File: config.mk
export PLATFORM = sky130hd
export DESIGN_NAME = bp_cfg_seq_loader
export DESIGN_NICKNAME = d
export VERILOG_FILES = /design/src/rtl/bp_common_cfg_link_pkg.sv /design/src/rtl/bp_cfg_credit_counter.sv /design/src/rtl/bp_cfg_seq_loader.sv
export SDC_FILE = /design/constraint.sdc
export NUM_CORES = 1
export LEC_CHECK = 0
export CELL_PAD_IN_SITES_DETAIL_PLACEMENT = 1
export CELL_PAD_IN_SITES_GLOBAL_PLACEMENT = 1
export CORE_UTILIZATION = 44
export CTS_CLUSTER_DIAMETER = 40
export CTS_CLUSTER_SIZE = 30
export DETAILED_ROUTE_END_ITERATION = 6
export DONT_BUFFER_PORTS = 1
export GPL_TIMING_DRIVEN = 0
export HOLD_SLACK_MARGIN = 0.12
export PLACE_DENSITY_LB_ADDON = 0.08
export SLEW_MARGIN = 20
export SYNTH_ARGS = -nofsm -noshare
export SYNTH_HDL_FRONTEND = slang
export SYNTH_SLANG_ARGS = --single-unit
export TNS_END_PERCENT = 30
File: constraint.sdc
create_clock -name clk_i -period 2.4 [get_ports clk_i]
set_input_delay 0.6 -clock clk_i [delete_from_list [all_inputs] [get_ports clk_i]]
set_output_delay 0.6 -clock clk_i [all_outputs]
set_load 0.01 [all_outputs]
File: src/rtl/bp_common_cfg_link_pkg.sv
// Config-link definitions shared by the boot config sequencer: register map, FSM states and write steps.
// BP_CFG_SEQ_LOADER_NPC_EN selects whether the NPC step closes each core's write series.
package bp_common_cfg_link_pkg;

    localparam int unsigned CFG_REG_ADDR_W = 20;
    localparam int unsigned CREDIT_W       = 4;

    localparam logic [CFG_REG_ADDR_W-1:0] CFG_ADDR_FREEZE      = 20'h00002;
    localparam logic [CFG_REG_ADDR_W-1:0] CFG_ADDR_CORE_ID     = 20'h00004;
    localparam logic [CFG_REG_ADDR_W-1:0] CFG_ADDR_ICACHE_MODE = 20'h00010;
    localparam logic [CFG_REG_ADDR_W-1:0] CFG_ADDR_DCACHE_MODE = 20'h00018;
    localparam logic [CFG_REG_ADDR_W-1:0] CFG_ADDR_CCE_MODE    = 20'h00020;
    localparam logic [CFG_REG_ADDR_W-1:0] CFG_ADDR_NPC         = 20'h00040;

    typedef enum logic [2:0] {
        ST_CFG,
        ST_DRAIN1,
        ST_UNFREEZE,
        ST_DRAIN2,
        ST_DONE
    } cfg_state_e;

    typedef enum logic [2:0] {
        STEP_FREEZE,
        STEP_CORE_ID,
        STEP_ICACHE,
        STEP_DCACHE,
        STEP_CCE,
        STEP_NPC
    } cfg_step_e;

`ifdef BP_CFG_SEQ_LOADER_NPC_EN
    localparam cfg_step_e LAST_STEP = STEP_NPC;
`else
    localparam cfg_step_e LAST_STEP = STEP_CCE;
`endif

    // Register address written by each per-core step.
    function automatic logic [CFG_REG_ADDR_W-1:0] step_addr(input cfg_step_e step);
        logic [CFG_REG_ADDR_W-1:0] addr;
        case (step)
            STEP_FREEZE:  addr = CFG_ADDR_FREEZE;
            STEP_CORE_ID: addr = CFG_ADDR_CORE_ID;
            STEP_ICACHE:  addr = CFG_ADDR_ICACHE_MODE;
            STEP_DCACHE:  addr = CFG_ADDR_DCACHE_MODE;
            STEP_CCE:     addr = CFG_ADDR_CCE_MODE;
            STEP_NPC:     addr = CFG_ADDR_NPC;
            default:      addr = CFG_ADDR_FREEZE;
        endcase
        return addr;
    endfunction

endpackage

File: src/rtl/bp_cfg_credit_counter.sv
// Up/down saturating count of unacknowledged config writes, with a sticky flag for acks that arrive
// when nothing is outstanding.
module bp_cfg_credit_counter
    import bp_common_cfg_link_pkg::*;
(
    input  logic                i_clk,
    input  logic                i_reset_n,
    input  logic                i_inc,
    input  logic                i_dec,
    output logic [CREDIT_W-1:0] o_count,
    output logic [CREDIT_W-1:0] o_count_next_c,
    output logic                o_error
);

    logic [CREDIT_W-1:0] r_count;
    logic                r_error;
    logic [CREDIT_W-1:0] w_count_next;
    logic                w_error_set;

    // Simultaneous inc and dec cancel; an underflowing dec is flagged instead of wrapping.
    always_comb begin
        w_count_next = r_count;
        w_error_set  = 1'b0;
        if (i_inc && !i_dec) begin
            if (r_count != '1) begin
                w_count_next = r_count + CREDIT_W'(1);
            end
        end else if (i_dec && !i_inc) begin
            if (r_count == '0) begin
                w_error_set = 1'b1;
            end else begin
                w_count_next = r_count - CREDIT_W'(1);
            end
        end
    end

    always_ff @(posedge i_clk or negedge i_reset_n) begin
        if (!i_reset_n) begin
            r_count <= '0;
            r_error <= 1'b0;
        end else begin
            r_count <= w_count_next;
            r_error <= r_error | w_error_set;
        end
    end

    assign o_count        = r_count;
    assign o_count_next_c = w_count_next;
    assign o_error        = r_error;

endmodule

File: src/rtl/bp_cfg_seq_loader.sv
// Boot-time config sequencer: freezes and configures every core tile over the config bus, then unfreezes them.
// Define BP_CFG_SEQ_LOADER_NPC_EN to add a boot-PC (NPC) write after the CCE mode write of each core.
module bp_cfg_seq_loader
    import bp_common_cfg_link_pkg::*;
#(
`ifdef BP_CFG_SEQ_LOADER_NPC_EN
    parameter logic [63:0] boot_pc_p        = 64'h0000_0000_8000_0000,
`endif
    parameter int unsigned num_core_p       = 1,
    parameter int unsigned cfg_addr_width_p = 20,
    parameter int unsigned cfg_data_width_p = 64,
    parameter int unsigned max_credits_p    = 4,
    parameter int unsigned icache_mode_p    = 1,
    parameter int unsigned dcache_mode_p    = 1,
    parameter int unsigned cce_mode_p       = 1,
    localparam int unsigned core_w_lp       = (num_core_p > 1) ? $clog2(num_core_p) : 1
) (
    input  logic                        clk_i,
    input  logic                        reset_n_i,
    input  logic                        restart_i,
    output logic                        cfg_v_o,
    input  logic                        cfg_ready_i,
    output logic [core_w_lp-1:0]        cfg_core_o,
    output logic [cfg_addr_width_p-1:0] cfg_addr_o,
    output logic [cfg_data_width_p-1:0] cfg_data_o,
    input  logic                        resp_v_i,
    output logic                        busy_o,
    output logic                        done_o,
    output logic                        cfg_error_o
);

    localparam int unsigned AW = cfg_addr_width_p;
    localparam int unsigned DW = cfg_data_width_p;
    localparam logic [core_w_lp-1:0] LAST_CORE = core_w_lp'(num_core_p - 1);

    cfg_state_e           r_state, w_state_next;
    cfg_step_e            r_step, w_step_next;
    logic [core_w_lp-1:0] r_core, w_core_next;
    logic                 r_v, w_v_next;
    logic [core_w_lp-1:0] r_core_out, w_core_out_next;
    logic [AW-1:0]        r_addr, w_addr_next;
    logic [DW-1:0]        r_data, w_data_next;
    logic                 r_busy, w_busy_next;
    logic                 r_done, w_done_next;
    logic                 w_fire;
    logic [CREDIT_W-1:0]  w_credits, w_credits_next;

    assign w_fire = r_v & cfg_ready_i;

    bp_cfg_credit_counter u_credits (
        .i_clk          (clk_i),
        .i_reset_n      (reset_n_i),
        .i_inc          (w_fire),
        .i_dec          (resp_v_i),
        .o_count        (w_credits),
        .o_count_next_c (w_credits_next),
        .o_error        (cfg_error_o)
    );

    // Next state plus the registered write presented on the bus in the following cycle.
    always_comb begin
        w_state_next    = r_state;
        w_step_next     = r_step;
        w_core_next     = r_core;
        w_v_next        = 1'b0;
        w_core_out_next = r_core_out;
        w_addr_next     = r_addr;
        w_data_next     = r_data;
        w_busy_next     = 1'b1;
        w_done_next     = 1'b0;

        case (r_state)
            ST_CFG: begin
                if (w_fire) begin
                    if (r_step == LAST_STEP) begin
                        w_step_next = STEP_FREEZE;
                        if (r_core == LAST_CORE) begin
                            w_state_next = ST_DRAIN1;
                            w_core_next  = '0;
                        end else begin
                            w_core_next = r_core + core_w_lp'(1);
                        end
                    end else begin
                        w_step_next = cfg_step_e'(r_step + 3'd1);
                    end
                end
            end
            ST_DRAIN1: begin
                if (w_credits == '0) begin
                    w_state_next = ST_UNFREEZE;
                    w_core_next  = '0;
                end
            end
            ST_UNFREEZE: begin
                if (w_fire) begin
                    if (r_core == LAST_CORE) begin
                        w_state_next = ST_DRAIN2;
                        w_core_next  = '0;
                    end else begin
                        w_core_next = r_core + core_w_lp'(1);
                    end
                end
            end
            ST_DRAIN2: begin
                if (w_credits == '0) begin
                    w_state_next = ST_DONE;
                end
            end
            ST_DONE: begin
                if (restart_i) begin
                    w_state_next = ST_CFG;
                    w_core_next  = '0;
                    w_step_next  = STEP_FREEZE;
                end
            end
            default: begin
                w_state_next = ST_CFG;
                w_core_next  = '0;
                w_step_next  = STEP_FREEZE;
            end
        endcase

        w_busy_next = (w_state_next != ST_DONE);
        w_done_next = (w_state_next == ST_DONE);

        // Indices only move on a fire, so a stalled write keeps an identical payload.
        if ((w_state_next == ST_CFG || w_state_next == ST_UNFREEZE) &&
            (w_credits_next < CREDIT_W'(max_credits_p))) begin
            w_v_next = 1'b1;
        end

        w_core_out_next = w_core_next;
        if (w_state_next == ST_UNFREEZE) begin
            w_addr_next = AW'(CFG_ADDR_FREEZE);
            w_data_next = '0;
        end else begin
            w_addr_next = AW'(step_addr(w_step_next));
            case (w_step_next)
                STEP_FREEZE:  w_data_next = DW'(1);
                STEP_CORE_ID: w_data_next = DW'(w_core_next);
                STEP_ICACHE:  w_data_next = DW'(icache_mode_p);
                STEP_DCACHE:  w_data_next = DW'(dcache_mode_p);
                STEP_CCE:     w_data_next = DW'(cce_mode_p);
`ifdef BP_CFG_SEQ_LOADER_NPC_EN
                STEP_NPC:     w_data_next = DW'(boot_pc_p);
`endif
                default:      w_data_next = '0;
            endcase
        end
    end

    always_ff @(posedge clk_i or negedge reset_n_i) begin
        if (!reset_n_i) begin
            r_state    <= ST_CFG;
            r_step     <= STEP_FREEZE;
            r_core     <= '0;
            r_v        <= 1'b0;
            r_core_out <= '0;
            r_addr     <= '0;
            r_data     <= '0;
            r_busy     <= 1'b0;
            r_done     <= 1'b0;
        end else begin
            r_state    <= w_state_next;
            r_step     <= w_step_next;
            r_core     <= w_core_next;
            r_v        <= w_v_next;
            r_core_out <= w_core_out_next;
            r_addr     <= w_addr_next;
            r_data     <= w_data_next;
            r_busy     <= w_busy_next;
            r_done     <= w_done_next;
        end
    end

    assign cfg_v_o    = r_v;
    assign cfg_core_o = r_core_out;
    assign cfg_addr_o = r_addr;
    assign cfg_data_o = r_data;
    assign busy_o     = r_busy;
    assign done_o     = r_done;

endmodule

=== After elaboration in Yosys (flattened, before gate mapping) ===
Index checks and enable logic that the tools add are counted.

* Input port bits: 5
* Word-level logic and storage cells: 75
* Register bits after elaboration: 99

* Muxes and demuxes: 32
* $add $sub $neg: 4
* Reduce and logical (&&, ||, !) cells: 12
* Eq/ne operators: 14
* Bitwise operators: 2
* Order comparisons: 1

{| class="wikitable"
|+ Operators by type and width
! operator !! count
|-
| case mux 7 bit (5 select lines) || 1
|-
| 2-to-1 mux 3 bit || 11
|-
| 2-to-1 mux 4 bit || 4
|-
| equality test 3 x 2 -> 1 bit (second input constant) || 5
|-
| equality test 3 bit (second input constant) || 5
|-
| case mux 3 bit (5 select lines) || 1
|-
| 2-to-1 mux 1 bit || 11
|-
| zero test 3 bit || 3
|-
| case mux 3 bit (3 select lines) || 1
|-
| 2-to-1 mux 7 bit || 1
|-
| equality test 3 x 1 -> 1 bit (second input constant) || 2
|-
| case mux 1 bit (5 select lines) || 1
|-
| adder 4 x 1 -> 4 bit (second input constant) || 1
|-
| zero test 4 bit || 1
|-
| less-than comparator 4 x 3 -> 1 bit (second input constant) || 1
|-
| != test 4 bit (second input constant) || 1
|-
| OR reduction 4 bit || 1
|-
| subtractor 4 x 1 -> 4 bit (second input constant) || 1
|-
| adder 3 x 1 -> 3 bit (second input constant) || 1
|-
| logical AND 1 bit || 3
|-
| != test 3 bit (second input constant) || 1
|-
| OR reduction 3 bit || 1
|-
| zero test 1 bit || 2
|-
| case mux 1 bit (2 select lines) || 1
|-
| 4 further kinds || 4
|}

=== Longest topological paths before layout ===
* Depth in word-level cells: 8
* Mapped depth: 8

=== By module ===
A second synthesis with hierarchy kept.

* Cells, all modules: 209
* Area, all modules: 1880.6 µm²

{| class="wikitable"
|+ By module, submodules not included
! module !! area each (µm²) !! cells each !! times used
|-
| bp_cfg_seq_loader || 1452.6 || 164 || 1
|-
| bp_cfg_credit_counter || 427.9 || 45 || 1
|}

=== Worst setup path after synthesis ===
OpenSTA, ideal clock, no wires.

* Path type: register to register
* Start point: register u_credits.r_count[0], in the netlist u_credits.o_count[0]
* End point: register r_addr[6], in the netlist cfg_addr_o[6]
* Period minus slack after synthesis: 2.071 ns
* Slack: 0.329 ns
* Arrival: 1.929 ns
* Stages on the path, launching flop included: 8
* Library setup time: 0.142 ns
* Path buffers: 0
* Cell sequence: dfrtp_1 > inv_1 > ha_1 > or3b_2 > a2bb2oi_1 > nor3b_1 > or3_1 > nor2_1

* Longest elaborated chain between the ends: 5
* Elaborated cells on any way between the ends: 6

{| class="wikitable"
|+ RTL lines
! element !! line !! RTL
|-
| start, declared || bp_cfg_credit_counter.sv:15 || <nowiki>logic [CREDIT_W-1:0] r_count;</nowiki>
|-
| start signal, assigned || bp_cfg_credit_counter.sv:42 || <nowiki>r_count <= w_count_next;</nowiki>
|-
| zero test 4 bit (*) || bp_cfg_seq_loader.sv:89, bp_cfg_seq_loader.sv:105 ||
|-
| 2-to-1 mux 3 bit, on equally long branches || bp_cfg_seq_loader.sv:105, bp_cfg_seq_loader.sv:89 ||
|-
| case mux 3 bit (5 select lines) (*) || bp_cfg_seq_loader.sv:72 || <nowiki>case (r_state)</nowiki>
|-
| equality test 3 x 2 -> 1 bit (*) || bp_cfg_seq_loader.sv:133 || <nowiki>if (w_state_next == ST_UNFREEZE) begin</nowiki>
|-
| 2-to-1 mux 7 bit (*) || bp_cfg_seq_loader.sv:133 ||
|-
| via w_addr_next[6] || bp_cfg_seq_loader.sv:41 || <nowiki>logic [AW-1:0] r_addr, w_addr_next;</nowiki>
|-
| end signal, assigned || bp_cfg_seq_loader.sv:169 || <nowiki>r_addr <= w_addr_next;</nowiki>
|-
| end, declared || bp_cfg_seq_loader.sv:41 ||
|}

Mark *: on every way through the listed nets, which the timed path passes. The rest lies on a longest branch.

=== Worst setup path after layout ===
* Start point: register u_credits.r_count[0], in the netlist u_credits.o_count[0]
* End point: register r_addr[1], in the netlist cfg_addr_o[1]

Same word-level chain as after synthesis.

==> metrics <==
status completed; clock period minus worst slack 2.207 ns; power per cell area 887.3 nW/um^2; Vias 1263; CP required 2.59 ns; CTS tree yes; Min Hold Slack 0.2844 ns; synthesis warning total 0; worst slack, placed -0.06878 ns; Peak VDD IR 330.8 uV; first drt pass iteration count 4; cells along the critical path inv_1, ha_1, or3b_2, a2bb2oi_1, nor3b_4, o21bai_1, o21bai_1; Cells after Synth 185; Overflow after GRT 0; Synth Register Bits 22; Synth Area in XOR/XNOR 1.032%; Layout Skew 0.002056 ns; Area growth, synth to finish 25.96%; Mean Syn Cell Area 9.171 um^2; reg2reg start u_credits.o_count[0]; Port Buf Inserts 0; Top-Level Pins 94; H-Tree Depth 1; clk buf depth 2; crit end category flip-flop; footprint of the multi-input gates 810.8 um^2; adder-cell share of the synthesized area 2.950%; CP max stage delay 0.51 ns; layout cells sized above 1 35.96%; vias in the first global route 1157; Reg2Reg Depth 7; RSZ-0062 raised after global routing no; Cell Rows 22; post-synthesis mux area share 0.5900%; synth unique cells 42; WP data arrival 2.40 ns; Core Region 3689 um^2; r2r endpoint cfg_addr_o[1]; post-synth top area share 34.07%; worst skew pair latency 0.26 ns; largest family of logic cells by synthesized area buffers and inverters; # diodes 0; critical-path cell with the highest stage delay or3b_2; cell family with most CP delay simple AND/OR/NAND/NOR gates; first-pass GRT wire length 5.333 mm; hpwl dp 2.638 mm; clk sinks 22; largest net degree at the start of global routing 23; WP buf/inv 1; Worst-path clk slew 0.08 ns; CP max FO 5; Fmax 453.1 MHz; fin crit share 91.95%; HP Class input port to asynchronous set/reset pin; fin util 57.94%; register area 550.5 um^2; register area share after synthesis 32.45%; Worst Setup Path Type flip-flop to flip-flop; width of the die 64.10 um; slew margin rel. 51.70%; Setup-failing EPs final 0; max-cap viol count 0; r2r setup slk 0.19 ns; Synth Area in Compound Gates 11.73%; full die area 4108 um^2; initial antenna violation count 0; Top cell by count, worst path o21bai_1; top cell type by total area after synthesis buf_4; simple-gate share of the synthesized area 13.79%; fin. max-slew vios 0; Final Hold Viols 0; fill cell count 481; Initial Util 46.00%; mapped cell area 1697 um^2; Avg WL per Cell 10.61 um; Slew @ Worst Pin 0.7202 ns; synth top area cells buf_4 (34%), dfrtp_1 (32%), ha_1 (2.9%); routability cong. 0.7825; start point of the critical path u_credits.o_count[0]; DR vias/cell 4.010; Die Ht 64.10 um; clock root cell clkbuf_8; worst setup margin 0.1931 ns; Iter 0 DRT Violations 54; total wire length 3.342 mm; ANT nets after route 0; detailed-route DRC error count 0; Total GRT Usage 16.64%; crit start category flip-flop; Static Leak 1.249 nW; TritonCTS Buffers 3; fin nets 277
how the worst max path moves through the flow:
stage | end | slack [ns] | depth (start not counted)
after detailed placement | cfg_addr_o[6] | -0.07 | 7
final | cfg_addr_o[1] | 0.19 | 7
after global routing | cfg_addr_o[1] | 0.02 | 7
after CTS | cfg_addr_o[1] | 0.1 | 7
after floorplan | cfg_addr_o[6] | 0.33 | 7
after global placement | cfg_addr_o[6] | -0.03 | 7
synthesized netlist by cell type:
| cell type | n |
|---|---|
| a211o_1 | 1 |
| a211oi_1 | 2 |
| a21bo_2 | 1 |
| a21oi_1 | 4 |
| a22oi_4 | 1 |
| a2bb2oi_1 | 1 |
| a31o_2 | 1 |
| a31oi_1 | 1 |
| and3_1 | 1 |
| and3b_1 | 1 |
| and4_1 | 1 |
| and4b_1 | 1 |
| buf_2 | 1 |
| buf_4 | 77 |
| buf_6 | 1 |
| conb_1 | 1 |
| dfrtp_1 | 22 |
| ha_1 | 4 |
| inv_1 | 9 |
| inv_2 | 1 |
| mux2i_1 | 1 |
| nand2_1 | 8 |
| nand3_1 | 3 |
| nand4bb_1 | 2 |
| nor2_1 | 10 |
| nor3_1 | 4 |
| nor3b_1 | 1 |
| nor3b_2 | 1 |
| nor4_1 | 2 |
| o211ai_1 | 2 |
| o21ai_0 | 7 |
| o21bai_1 | 2 |
| o221ai_1 | 1 |
| o22a_4 | 1 |
| o311ai_0 | 1 |
| or2_2 | 1 |
| or3_1 | 1 |
| or3_4 | 1 |
| or3b_2 | 1 |
| or4b_2 | 1 |
| xnor2_1 | 1 |
| xor2_1 | 1 |
power by group:
| part | leakage (nW) | switching (W) | internal [W] |
|---|---|---|---|
| Clock | 0.0357 | 0.000118 | 0.000223 |
| Combinational | 0.938 | 0.000504 | 0.000400 |
| Sequential | 0.276 | 0.000140 | 0.000512 |
layout by cell type, fill, tap and decap left out, types with 2 or more instances in the layout:
| master | n |
|---|---|
| nand4bb_1 | 2 |
| a21oi_1 | 4 |
| buf_2 | 2 |
| conb_1 | 77 |
| a211oi_1 | 2 |
| o21ai_0 | 7 |
| clkbuf_8 | 3 |
| nor2_1 | 10 |
| buf_4 | 78 |
| nand3_1 | 3 |
| inv_1 | 9 |
| nand2_1 | 8 |
| o211ai_1 | 2 |
| o21bai_1 | 2 |
| nor3_1 | 4 |
| nor4_1 | 2 |
| ha_1 | 4 |
| dfrtp_1 | 22 |
registers in the layout, summed over array words and instances, names as in the netlist:
register           flops
cfg_addr_o             6
u_credits.o_count      4
r_state                3
r_step                 3
busy_o                 1
cfg_core_o             1
cfg_data_o             1
cfg_v_o                1
done_o                 1
u_credits.o_error      1
layer usage:
| metal | share of wire, % | GRT usage (%) | vias up | routed length [um] |
|---|---|---|---|---|
| li1 | - | - | 630 | - |
| met1 | 41 | 20.72 | 571 | 1385 |
| met2 | 51 | 28.99 | 60 | 1690 |
| met3 | 7.8 | 2.679 | 2 | 260 |
| met4 | 0.18 | 5.833 | 0 | 6 |
| met5 | 0 | 0 | - | 0 |
cell type report:
type / count / area share, %
buffer: 79 / 27.81
clock buffer: 3 / 1.932
clock inverter: 1 / 1.405
inverter: 10 / 1.756
multi-input combinational: 150 / 37.94
sequential: 22 / 25.76
tap: 48 / 2.810
timing repair buffer: 2 / 0.5855
through the flow:
| stage | cell area, um^2 | power (W) | setup TNS, ns | instances |
|---|---|---|---|---|
| floorplan | 1982 | 0.001333 | 0 | 261 |
| global placement | 2042 | 0.001464 | -0.02847 | 309 |
| detailed placement | 2042 | 0.001497 | -0.1662 | 309 |
| CTS | 2128 | 0.001870 | 0 | 314 |
| global route | 2137 | 0.002047 | 0 | 315 |
| finish | 2137 | 0.001896 | 0 | 315 |
what timing repair did:
action / in CTS / in global routing
hold buffers: 1 / 0
setup endpoints to repair: 3 / 3
endpoints found under the hold margin: 22 / 0
gates cloned: 0 / 0
buffers inserted: 0 / 1
gates resized for setup: 1 / 1
worst register-to-register path, stage by stage, from the launching register on:
cell	delay, ns
dfrtp_1	0.41
inv_1	0.10
ha_1	0.25
or3b_2	0.51
a2bb2oi_1	0.27
nor3b_4	0.30
o21bai_1	0.16
o21bai_1	0.13
cells by family after synthesis:
group	Yosys count
buffers and inverters	89
AND/OR/NAND/NOR	40
AO/OA/AOI/OAI	26
flip-flops	22
adder cells (fa/ha/maj)	4
XOR/XNOR	2
other	1
multiplexers	1
No activity file was read; power rests on OpenSTA's default activity.
